## config.mk

```make
export PLATFORM = sky130hd
export DESIGN_NAME = control_unit
export DESIGN_NICKNAME = d
export VERILOG_FILES = /design/src/rtl/control_unit_pkg.sv /design/src/rtl/control_decoder.sv /design/src/rtl/control_unit.sv
export SDC_FILE = /design/constraint.sdc
export NUM_CORES = 1
export LEC_CHECK = 0
export CORE_AREA = 2 2 39 41
export CTS_BUF_LIST = sky130_fd_sc_hd__clkbuf_4 sky130_fd_sc_hd__clkbuf_8 sky130_fd_sc_hd__clkbuf_16
export CTS_CLUSTER_DIAMETER = 150
export CTS_CLUSTER_SIZE = 30
export DETAILED_ROUTE_END_ITERATION = 16
export DIE_AREA = 0 0 41 43
export PLACE_DENSITY = 0.58
export SLEW_MARGIN = 20
export SYNTH_ARGS = -nofsm -noshare
export SYNTH_HDL_FRONTEND = slang
export SYNTH_SLANG_ARGS = --single-unit
```

## constraint.sdc

```tcl
create_clock -name clk -period 1.6 [get_ports clk]
set_clock_uncertainty 0.2 [all_clocks]
set_input_delay 0.4 -clock clk [delete_from_list [all_inputs] [get_ports clk]]
set_output_delay 0.4 -clock clk [all_outputs]
set_load 0.01 [all_outputs]
```

## src/rtl/control_unit_pkg.sv

```systemverilog
// control_unit_pkg: shared definitions for the main-decoder slice.
//   - opcode constants for the recognised instructions
//   - ALU operation class enum
//   - packed control word produced by control_decoder
// Optional feature macro: CU_JUMP_EN adds the jump field to the control word.
package control_unit_pkg;

    localparam logic [5:0] OP_RTYPE = 6'b000000;
    localparam logic [5:0] OP_LW    = 6'b100011;
    localparam logic [5:0] OP_SW    = 6'b101011;
    localparam logic [5:0] OP_BEQ   = 6'b000100;
    localparam logic [5:0] OP_ADDI  = 6'b001000;
    localparam logic [5:0] OP_J     = 6'b000010;

    typedef enum logic [1:0] {
        ALU_ADD   = 2'b00,
        ALU_SUB   = 2'b01,
        ALU_FUNCT = 2'b10,
        ALU_RSVD  = 2'b11
    } alu_op_e;

    typedef struct packed {
        logic    reg_write;
        logic    reg_dst;
        logic    alu_src;
        logic    branch;
        logic    mem_write;
        logic    mem_to_reg;
        alu_op_e alu_op;
        logic    illegal;
`ifdef CU_JUMP_EN
        logic    jump;
`endif
    } ctrl_word_t;

endpackage

```

## src/rtl/control_decoder.sv

```systemverilog
// control_decoder: purely combinational opcode -> control word decode.
// Ports:
//   opcode  in   OPCODE_W  instruction bits [31:26]
//   ctrl    out  control word (see control_unit_pkg::ctrl_word_t)
// Optional feature macro: CU_JUMP_EN decodes opcode 000010 as a jump.
module control_decoder
    import control_unit_pkg::*;
#(
    parameter int OPCODE_W = 6
) (
    input  logic [OPCODE_W-1:0] opcode,
    output ctrl_word_t          ctrl
);

    always_comb begin
        // Anything not matched below is an illegal opcode with every
        // control deasserted, so no register or memory write can happen.
        ctrl         = '0;
        ctrl.alu_op  = ALU_ADD;
        ctrl.illegal = 1'b1;
        case (opcode)
            OPCODE_W'(OP_RTYPE): begin
                ctrl.illegal   = 1'b0;
                ctrl.reg_write = 1'b1;
                ctrl.reg_dst   = 1'b1;
                ctrl.alu_op    = ALU_FUNCT;
            end
            OPCODE_W'(OP_LW): begin
                ctrl.illegal    = 1'b0;
                ctrl.reg_write  = 1'b1;
                ctrl.alu_src    = 1'b1;
                ctrl.mem_to_reg = 1'b1;
            end
            // RegDst / MemtoReg are don't-cares for sw and beq; held at 0.
            OPCODE_W'(OP_SW): begin
                ctrl.illegal   = 1'b0;
                ctrl.alu_src   = 1'b1;
                ctrl.mem_write = 1'b1;
            end
            OPCODE_W'(OP_BEQ): begin
                ctrl.illegal = 1'b0;
                ctrl.branch  = 1'b1;
                ctrl.alu_op  = ALU_SUB;
            end
            OPCODE_W'(OP_ADDI): begin
                ctrl.illegal   = 1'b0;
                ctrl.reg_write = 1'b1;
                ctrl.alu_src   = 1'b1;
            end
`ifdef CU_JUMP_EN
            OPCODE_W'(OP_J): begin
                ctrl.illegal = 1'b0;
                ctrl.jump    = 1'b1;
            end
`endif
            default: ;
        endcase
    end

endmodule

```

## src/rtl/control_unit.sv

```systemverilog
// control_unit: registered main decoder. The opcode seen at a rising edge is
// decoded by control_decoder and its control word appears after that edge.
// Ports:
//   clk       in   clock (rising edge)
//   rst       in   synchronous active-high reset, clears every output
//   opcode    in   OPCODE_W instruction bits [31:26]
//   MemtoReg, MemWrite, Branch, ALUSrc, RegDst, RegWrite  out  1-bit controls
//   ALUOp     out  ALUOP_W ALU class (00 add, 01 sub, 10 funct)
//   illegal   out  opcode not recognised
//   Jump      out  unconditional jump (only when CU_JUMP_EN is defined)
// Optional feature macro: CU_JUMP_EN.
module control_unit
    import control_unit_pkg::*;
#(
    parameter int OPCODE_W = 6,
    parameter int ALUOP_W  = 2
) (
    input  logic                clk,
    input  logic                rst,
    input  logic [OPCODE_W-1:0] opcode,
    output logic                MemtoReg,
    output logic                MemWrite,
    output logic                Branch,
    output logic                ALUSrc,
    output logic                RegDst,
    output logic                RegWrite,
    output logic [ALUOP_W-1:0]  ALUOp,
    output logic                illegal
`ifdef CU_JUMP_EN
    ,
    output logic                Jump
`endif
);

    ctrl_word_t ctrl_d;
    ctrl_word_t ctrl_q;

    control_decoder #(
        .OPCODE_W (OPCODE_W)
    ) u_decoder (
        .opcode (opcode),
        .ctrl   (ctrl_d)
    );

    // Decode -> output register boundary; reset wins over the opcode.
    always_ff @(posedge clk) begin
        if (rst) begin
            ctrl_q <= '0;
        end else begin
            ctrl_q <= ctrl_d;
        end
    end

    assign RegWrite = ctrl_q.reg_write;
    assign RegDst   = ctrl_q.reg_dst;
    assign ALUSrc   = ctrl_q.alu_src;
    assign Branch   = ctrl_q.branch;
    assign MemWrite = ctrl_q.mem_write;
    assign MemtoReg = ctrl_q.mem_to_reg;
    assign ALUOp    = ALUOP_W'(ctrl_q.alu_op);
    assign illegal  = ctrl_q.illegal;
`ifdef CU_JUMP_EN
    assign Jump     = ctrl_q.jump;
`endif

endmodule

```

-- Word level (Yosys, flattened, before mapping)
Index checks and enable logic that the tools add are counted.
- flip-flop bits (word level): 9
- bits of input ports: 8
- output and inout port bits: 9
- equal/unequal tests: 4
- mux-type cells: 8
- reduce and logical (&&, ||, !) cells: 4
- operators with widths (cell ; number):
    6-bit == test (second input constant) ; 2
    1-bit 2-to-1 mux ; 7
    6-bit by 3-bit == test with 1-bit output (second input constant) ; 1
    6-bit by 4-bit == test with 1-bit output (second input constant) ; 1
    6-bit zero test ; 1
    3-bit OR reduction ; 2
    5-bit OR reduction ; 1
    2-bit one-hot mux with 2 select lines ; 1

-- Depth between registers and ports, before layout
Gate-level depths: netlist of run 1.
- word-level depth: 3
- gate-level depth with buffers: 3
- depth with buffers taken out: 3

-- Cells and area by module
From an unflattened synthesis of run 1, not the netlist that was laid out.
- cells, all modules: 35
- area, all modules: 372.9 sq um
- by module, submodules not included (module ; instances ; cells each ; area an instance (sq um) ; sequential area each (sq um)):
    control_unit ; 1 ; 18 ; 236.5 ; 180.2
    control_decoder ; 1 ; 17 ; 136.4 ; 0.0

-- Worst setup path before layout of run 1
No wires, ideal clock.
- path type: input to register
- start point: input opcode[3]
- end point: register ctrl_q (netlist bit Branch)
- library setup time: 0.087 ns
- arrival time: 1.147 ns
- setup slack: 0.166 ns
- cell stages on the path: 2
- path buffers: 0
- cell sequence: or4_4 nor4b_4
- word-level cells in the longest chain between the ends: 2
- RTL lines (item ; RTL line ; RTL):
    from (decl) ; control_unit.sv:20 ; input logic [OPCODE_W-1:0] opcode,
    6-bit by 3-bit == test with 1-bit output ; control_decoder.sv:21 ; case (opcode)
    1-bit 2-to-1 mux ; control_decoder.sv:21 ;
    to (signal assigned) ; control_unit.sv:50 ; ctrl_q <= ctrl_d;
    to (decl) ; control_unit.sv:36 ; ctrl_word_t ctrl_q;
No other way between the ends.
A chain may end at the register's enable or synchronous reset.

-- Worst setup path in the final report of run 1
Ends and elaborated chain as after synthesis.

==> results.toml, run 1 <==
[grt]
grt_use_met1_pct = 9.09
globalRoute.busiestLayer = "met4"
grt_pass1_vias = 217
grt_max_degree = 7
grt-ovfl-total = 0
grt_util_met2_pct = 10.0
use_met3_pct = 4.71
grt_pass1_wl_um = 903
antenna_found_initial = 0
grt_usage_pct = 8.76

[timing]
rsz0062_at_grt = "no"
whs_ns = 0.414
maxSlewHeadroom_pct = 86.4
finalSetupViolCount = 0
finalCritPeriodShare_pct = 95.7
fin_crit_ns = 1.53
fmax_mhz = 653
finalHoldViolations = 0
maxSlewViolCount = 0
worstMarginPinSlew_ns = 0.203

[final_layout]
utilization_pct = 36.0
fin_area_um2 = 498
fillers = 166
n_antenna_cell = 0
area_growth_pct = 75.3
drive_gt1_share_pct = 20.4
layout_commonest_cell = "dlygate4sd2_1"
layout_common_cells = "dlygate4sd2_1, dfxtp_1, buf_4, nor2_1, clkdlybuf4s50_1"
nets = 59

[synthesis]
synth.top_cells.by_area = "dfxtp_1, nor4b_4, nor3_1"
synthesis.nets = 35
synth_seq_area_share_pct = 56.4
synth_seq_cells = 8
netlist_area_um2 = 284
synthCells = 27
ys_warn_count = 0
yosys.area.top_type = "dfxtp_1"
netlist-cell-type-count = 14
syn_area_per_cell_um2 = 10.5
yosys.area.top_type_share_pct = 56.4

[drt]
final_antenna_net_count = 0
drt_iter0_drc = 2
viasPerCell = 4.08
drc = 0
routed_wirelength_um = 539
wire_per_inst_um = 8.29
drt_pre_antenna_iters = 4
vias = 265

[placement]
globalplace.congestion = 0.722
place_area_um2 = 490
hpwl_um = 428
io_buffers = 16

[setup_path]
critPathKind = "in2reg"
arrival_ns = 1.50
endpoint_kind = "register"
cp-start-kind = "input port"
worstPathRequired_ns = 1.57
path_max_fanout = 4

[hold_path]
hp-class = "in2reg"
min_path_cells = 3

[clocking]
postCtsSetupRepairBufs = 0
cts_root_buf = "clkbuf_4"
htreeDepth = 1
cts.clk_slew.worst_paths_ns = 0.06
clock_sinks = 8
clockBufferDepth = 2
cts_tree = "built"
cts_buffers = 3

[pwr]
power_density_mw_per_mm2 = 812
peakVddDrop_mv = 0.258
leakage_nw = 0.237

[die]
rows = 14
die-width_um = 41
initial_core_util_pct = 20.5
pin_count = 17
die-area_mm2 = 0.00176
dieHeight_um = 43
core_mm2 = 0.00138

[job]
cap_violations = 0

[run_status]
outcome = "completed"
worst max-delay path, cell delays in order:
cell             delay (ns)
clkdlybuf4s50_1        0.43
or4_4                  0.47
nor4b_4                0.21
worst paths after layout:
path                      start      to  slack [ns]
worst max-delay path  opcode[3]  Branch        0.07
worst min-delay path  opcode[0]  RegDst        0.41
per-stage QoR:
step / setup WS (ns) / cells / setup TNS (ns) / total power (W)
after detailed placement: -0.317 / 62 / -1.65 / 0.000261
final: 0.0693 / 65 / 0 / 0.000404
after global placement: -0.323 / 62 / -1.63 / 0.000261
after CTS: 0.0595 / 65 / 0 / 0.000408
after global routing: 0.0128 / 65 / 0 / 0.000432
after floorplan: 0.166 / 27 / 0 / 0.000222
report_power, final:
| part | internal (W) | switching (W) |
|---|---|---|
| Sequential | 0.000203 | 0.000000702 |
| Combinational | 0.0000294 | 0.0000192 |
| Clock | 0.0000857 | 0.0000665 |
cell usage after synthesis:
library cell  instances
nand3_1               1
or3_1                 2
o21ai_0               1
o21a_1                1
dfxtp_1               8
nor3_1                3
or4_4                 1
inv_1                 1
nor2_1                4
clkbuf_1              1
nor4b_4               1
a211oi_1              1
nor2b_1               1
buf_4                 1
area by class of cell:
cell class	instances	area (um2)	share of cell area [%]
flip-flops and latches	8	160	32.2
clock buffers	3	22.5	4.52
well taps	16	20.0	4.02
repair buffers	21	183	36.7
multi-input cells	16	109	21.9
inverters	1	3.75	0.754
logic make-up after synthesis:
family                 Yosys count  share of synthesized area (%)
AOI/OAI and AO/OA                3                           7.05
and+or+nand+nor                 13                           31.3
buffers and inverters            3                           5.28
DFF                              8                           56.4
repair_timing:
item	in CTS	in global routing
gates resized for setup	12	0
endpoints found under the setup margin	11	0
hold buffers	0	0
state kept, by name, indices dropped and copies added (netlist names):
register,count
ALUOp,1
ALUSrc,1
Branch,1
MemWrite,1
MemtoReg,1
RegDst,1
RegWrite,1
illegal,1
routing by layer:
layer / vias up / part of all wire [%]
li1: 137 / -
met2: 13 / 50
met1: 115 / 42
met4: 0 / 0
met3: 0 / 8.0
met5: - / 0
Note: power is estimated with default switching activity, not from simulation.
==> run 2, diff against run 1 <==
--- a/config.mk
+++ b/config.mk
@@ -7,10 +7,10 @@
 export LEC_CHECK = 0
 export CORE_AREA = 2 2 39 41
 export CTS_BUF_LIST = sky130_fd_sc_hd__clkbuf_4 sky130_fd_sc_hd__clkbuf_8 sky130_fd_sc_hd__clkbuf_16
-export CTS_CLUSTER_DIAMETER = 150
 export CTS_CLUSTER_SIZE = 30
 export DETAILED_ROUTE_END_ITERATION = 16
 export DIE_AREA = 0 0 41 43
+export MAX_ROUTING_LAYER = met4
 export PLACE_DENSITY = 0.58
 export SLEW_MARGIN = 20
 export SYNTH_ARGS = -nofsm -noshare
==> results of run 2 <==
Final layout, timing and power as in run 1 (identical DEF).
Main changes from that run: final weighted congestion in routability-driven placement 0.722 -> 0.731; wire length of the first global-routing pass 903 um -> 890 um; via count of the first global-routing pass 217 -> 222; overall routing resource usage 8.76% -> 8.67%; met3 usage 4.71% -> 3.14%
==> RTL change 1: new RTL, config.mk and constraints of run 1 <==
Reset style: asynchronous (`rst`), changed in one clocked block. Comments in the files are not updated.
--- a/src/rtl/control_unit.sv
+++ b/src/rtl/control_unit.sv
@@ -45,3 +45,3 @@
     // Decode -> output register boundary; reset wins over the opcode.
-    always_ff @(posedge clk) begin
+    always_ff @(posedge clk or posedge rst) begin
         if (rst) begin
Function: differs if rst is asserted again (counterexample within 4 cycles, from zero or initial values and one cycle with rst high); with rst held inactive, the same outputs for 10 cycles.
==> RTL change 1 against run 1 <==
Die area stayed put; wire length rose by 30%; sequential cell count unchanged; clock power down 4%; final area is 13% higher; fmax grew 2.8%; synthesized area grew 18%; power rose by 1.7%; worst setup slack better by 0.042 ns; utilization rose by 4.5 points; highest routed layer is now met4; sequential power is 2% higher.
==> RTL change 1: results <==
[run_status]
status = finished, final reports clean

[layout]
filler_cell_count = 145
insertedDiodeCount = 0
final_cell_count_no_fill = 64
nNetsFinal = 58

[global_route]
gr-usage-all-layers = 0.1127
grt_start_max_net_pins = 9
first_pass_grt_wire_length_um = 1228
grt_util_met1 = 0.1067
grt-busiest-layer = met2
global_route.usage.met3 = 0.03141
number_of_global_route_vias_before_repair = 299
met2_usage = 0.1625

[logic_synthesis]
async_reset_ff_frac = 1.000
dominantRegCellSynth = sky130_fd_sc_hd__dfrtp_1
synth_sequential_area_ratio = 0.5993
synth.area.top_cells = sky130_fd_sc_hd__dfrtp_1 60%, sky130_fd_sc_hd__nor4_1 5.6%, sky130_fd_sc_hd__nand4b_1 5.2%, sky130_fd_sc_hd__nor4b_1 5.2%, sky130_fd_sc_hd__a211oi_1 4.5%
postSynthAreaPerCell_sq_um = 12.37
ys_top_cells_by_count = 8 x sky130_fd_sc_hd__dfrtp_1, 3 x sky130_fd_sc_hd__nor4_1
synthesis.nets = 35

[detailed_routing]
total_via_count_after_detailed_routing = 310
highest-signal-layer = met4
wirelength_met1_um = 239
detailroute.wirelength.met2_um = 352
first_iter_violations = 3
drt_first_pass_iters = 4
post_drt_wl_per_cell_um = 10.97
met3_wirelength_um = 75

[cts]
clock_tree.root_cell = sky130_fd_sc_hd__clkbuf_4

[min_path]
hold_class = in -> async

[sta]
finalHoldWorstSlack_ns = 0.1875
timing.max_slew.rel_slack = 0.7977

[worst_setup_path]
worstPathMaxFanout = 2
worst_path_largest_cell_delay_ns = 0.36
critical_path_arrival_ns = 0.89
cpLargestDelayFamily = flip-flops
critPathSlowestCell = sky130_fd_sc_hd__dfrtp_1

[placement]
place_congestion = 0.7872
post-place-cells = 61

[pwr]
peak_supply_drop_mv = 0.1981
static-leakage-power_nw = 0.2757
==> RTL change 1: layout make-up <==
type	instances	area share
well taps	16	0.03571
flip-flops and latches	8	0.3571
clock buffers	3	0.04018
repair buffers	21	0.3304
inverters	1	0.006696
multi-input cells	15	0.2299
==> RTL change 1: worst max path at each step <==
stage | from | endpoint | slack, ns | depth (start not counted)
6_report | ALUOp[0]$_DFF_PP0_ | Branch | 0.11 | 1
5_1_grt | ALUOp[0]$_DFF_PP0_ | Branch | 0.05 | 1
4_1_cts | opcode[2] | illegal$_DFF_PP0_ | 0.00007 | 3
3_5_place_dp | opcode[0] | ALUSrc$_DFF_PP0_ | -0.40 | 3
3_3_place_gp | opcode[0] | ALUSrc$_DFF_PP0_ | -0.33 | 3
2_1_floorplan | opcode[2] | illegal$_DFF_PP0_ | 0.04 | 3
==> RTL change 1: cell families after synthesis <==
kind of cell | after synthesis | share of synthesized area
flops | 8 | 0.5992
compound gates | 3 | 0.07115
buf+inv | 4 | 0.05990
simple gates | 12 | 0.2697
==> RTL change 1: metrics by stage <==
step           worst slack [ns]  area (sq um)
2_1_floorplan           0.03627         334.1
3_3_place_gp            -0.3315         535.5
3_5_place_dp            -0.3959         535.5
4_1_cts              0.00007072         551.8
5_1_grt                 0.05104         560.5
6_report                 0.1108         560.5
==> RTL change 1: power breakdown <==
group	switching (mW)	internal [mW]	leakage, nW
Combinational	0.0280	0.0305	0.155
Clock	0.0605	0.0853	0.0138
Sequential	0.000628	0.206	0.106
Total	0.0891	0.322	0.276
==> RTL change 1: timing repair <==
item	4_1_cts	5_1_grt
pin swaps	1	1
gates resized for setup	14	2
endpoints found under the setup margin	12	3
==> RTL change 2: new RTL, config.mk and constraints of run 1 <==
Without the edit above. The option `CU_JUMP_EN` is turned on by a define.
--- a/src/rtl/control_unit_pkg.sv
+++ b/src/rtl/control_unit_pkg.sv
@@ -5,2 +5,4 @@
 // Optional feature macro: CU_JUMP_EN adds the jump field to the control word.
+`define CU_JUMP_EN
+
 package control_unit_pkg;
Check against the original RTL (old outputs only; new: Jump): not equivalent (a bounded check fails within 4 cycles, from zero or initial values and one cycle with rst high).
==> RTL change 2 against run 1 <==
Worst setup slack better by 0.0099 ns; largest power group unchanged; synthesized cell count up 22%; critical path type unchanged; synthesized area up 20%; power up 16%; sequential cell count up 1; wire length up 24%; final area up 14%.
==> RTL change 2: results <==
[run_status]
status = finished, final reports clean

[worst_setup_path]
critical_path_arrival_ns = 1.51
worstPathMaxFanout = 3

[pwr]
static-leakage-power_nw = 0.2831
peak_supply_drop_mv = 0.2299

[logic_synthesis]
synth_cell_type_count = 18
synth.area.top_cells = sky130_fd_sc_hd__dfxtp_1 53%, sky130_fd_sc_hd__nor3_1 7.4%, sky130_fd_sc_hd__buf_4 4.4%, sky130_fd_sc_hd__o221a_2 3.3%, sky130_fd_sc_hd__or3_4 3.3%
ys_top_cells_by_count = 9 x sky130_fd_sc_hd__dfxtp_1, 5 x sky130_fd_sc_hd__nor3_1, 2 x sky130_fd_sc_hd__a21oi_1, 2 x sky130_fd_sc_hd__buf_4, 2 x sky130_fd_sc_hd__inv_1
async_reset_ff_frac = 0
postSynthAreaPerCell_sq_um = 10.31
synth_sequential_area_ratio = 0.5294
synthesis.nets = 41

[layout]
filler_cell_count = 152
share_of_cells_above_drive_strength_1 = 0.2545
final_design_area_no_fill_sq_um = 569.3
nNetsFinal = 64
final_cell_count_no_fill = 71

[cts]
clk_pin_slew_ns = 0.06
clock_tree.root_cell = sky130_fd_sc_hd__clkbuf_4
cts.path.max_buffers = 2
post_cts_resize_count = 11
htreeDepth = 1

[global_route]
grt_start_max_net_pins = 8
antenna_found_initial = 0
gr-usage-all-layers = 0.08826
first_pass_grt_wire_length_um = 1021
number_of_global_route_vias_before_repair = 273

[job]
timing.max_cap.violations = 0

[min_path]
hold_class = in -> reg

[detailed_routing]
first_iter_violations = 7
total_via_count_after_detailed_routing = 310
drt_first_pass_iters = 2
routed_wl_um = 670

[sta]
worst-slew-pin-transition_ns = 0.2113

[placement]
post-place-cells = 67
preCtsSetupSlack_ns = -0.3311
io_buffers = 17
placement.cell_area_sq_um = 540.5
detailed_place_hpwl_um = 507.1
place_congestion = 0.7332
-- RTL change 2: cell types whose count changed in the layout (fill, tap and decap cells not counted), moves of 2 or more --
cell,delta
sky130_fd_sc_hd__nor2_1,-4
sky130_fd_sc_hd__dlymetal6s2s_1,+3
sky130_fd_sc_hd__a21oi_1,+2
sky130_fd_sc_hd__nor3_1,+2
sky130_fd_sc_hd__or3_1,-2
sky130_fd_sc_hd__or3_4,+2
-- RTL change 2: where the power goes --
part	internal (mW)	total (mW)	switching, mW
sequential	0.228	0.228	0.000789
combinational	0.0331	0.0562	0.0231
clock	0.112	0.183	0.0701
-- RTL change 2: cell type report --
| cell class | count | share of cell area |
|---|---|---|
| Sequential cell | 9 | 0.3165 |
| Timing Repair Buffer | 21 | 0.3407 |
| Multi-Input combinational cell | 19 | 0.2418 |
| Clock buffer | 4 | 0.05275 |
| Tap cell | 16 | 0.03516 |
| Inverter | 2 | 0.01319 |
-- RTL change 2: kinds of logic (layout without fill, tap and decap cells) --
logic type | count (synthesis) | count (layout) | synth area share
buffers and inverters | 5 | 27 | 0.08086
AO/OA/AOI/OAI | 3 | 3 | 0.06250
adder cells (fa/ha/maj) | 1 | 1 | 0.02941
flip-flops | 9 | 9 | 0.5294
AND/OR/NAND/NOR | 15 | 15 | 0.2978
-- RTL change 2: path summary, 6_finish.rpt --
kind / start / end / slack (ns)
worst max-delay path: opcode[3] / ALUSrc$_SDFF_PP0_ / 0.08
worst min-delay path: opcode[4] / Branch$_SDFF_PP0_ / 0.29
-- RTL change 2: critical path: stages --
cell                              delay, ns
sky130_fd_sc_hd__clkdlybuf4s50_1       0.50
sky130_fd_sc_hd__or4b_1                0.45
sky130_fd_sc_hd__a21oi_1               0.15
-- RTL change 2: per-layer routing --
metal  share of wire  global-route usage  vias to the layer above
met1            0.46              0.1026                      135
met2            0.46              0.1188                       13
met5               0                   0                        -
met3           0.066             0.01571                        2
li1                -                   -                      160
met4           0.010              0.1000                        0
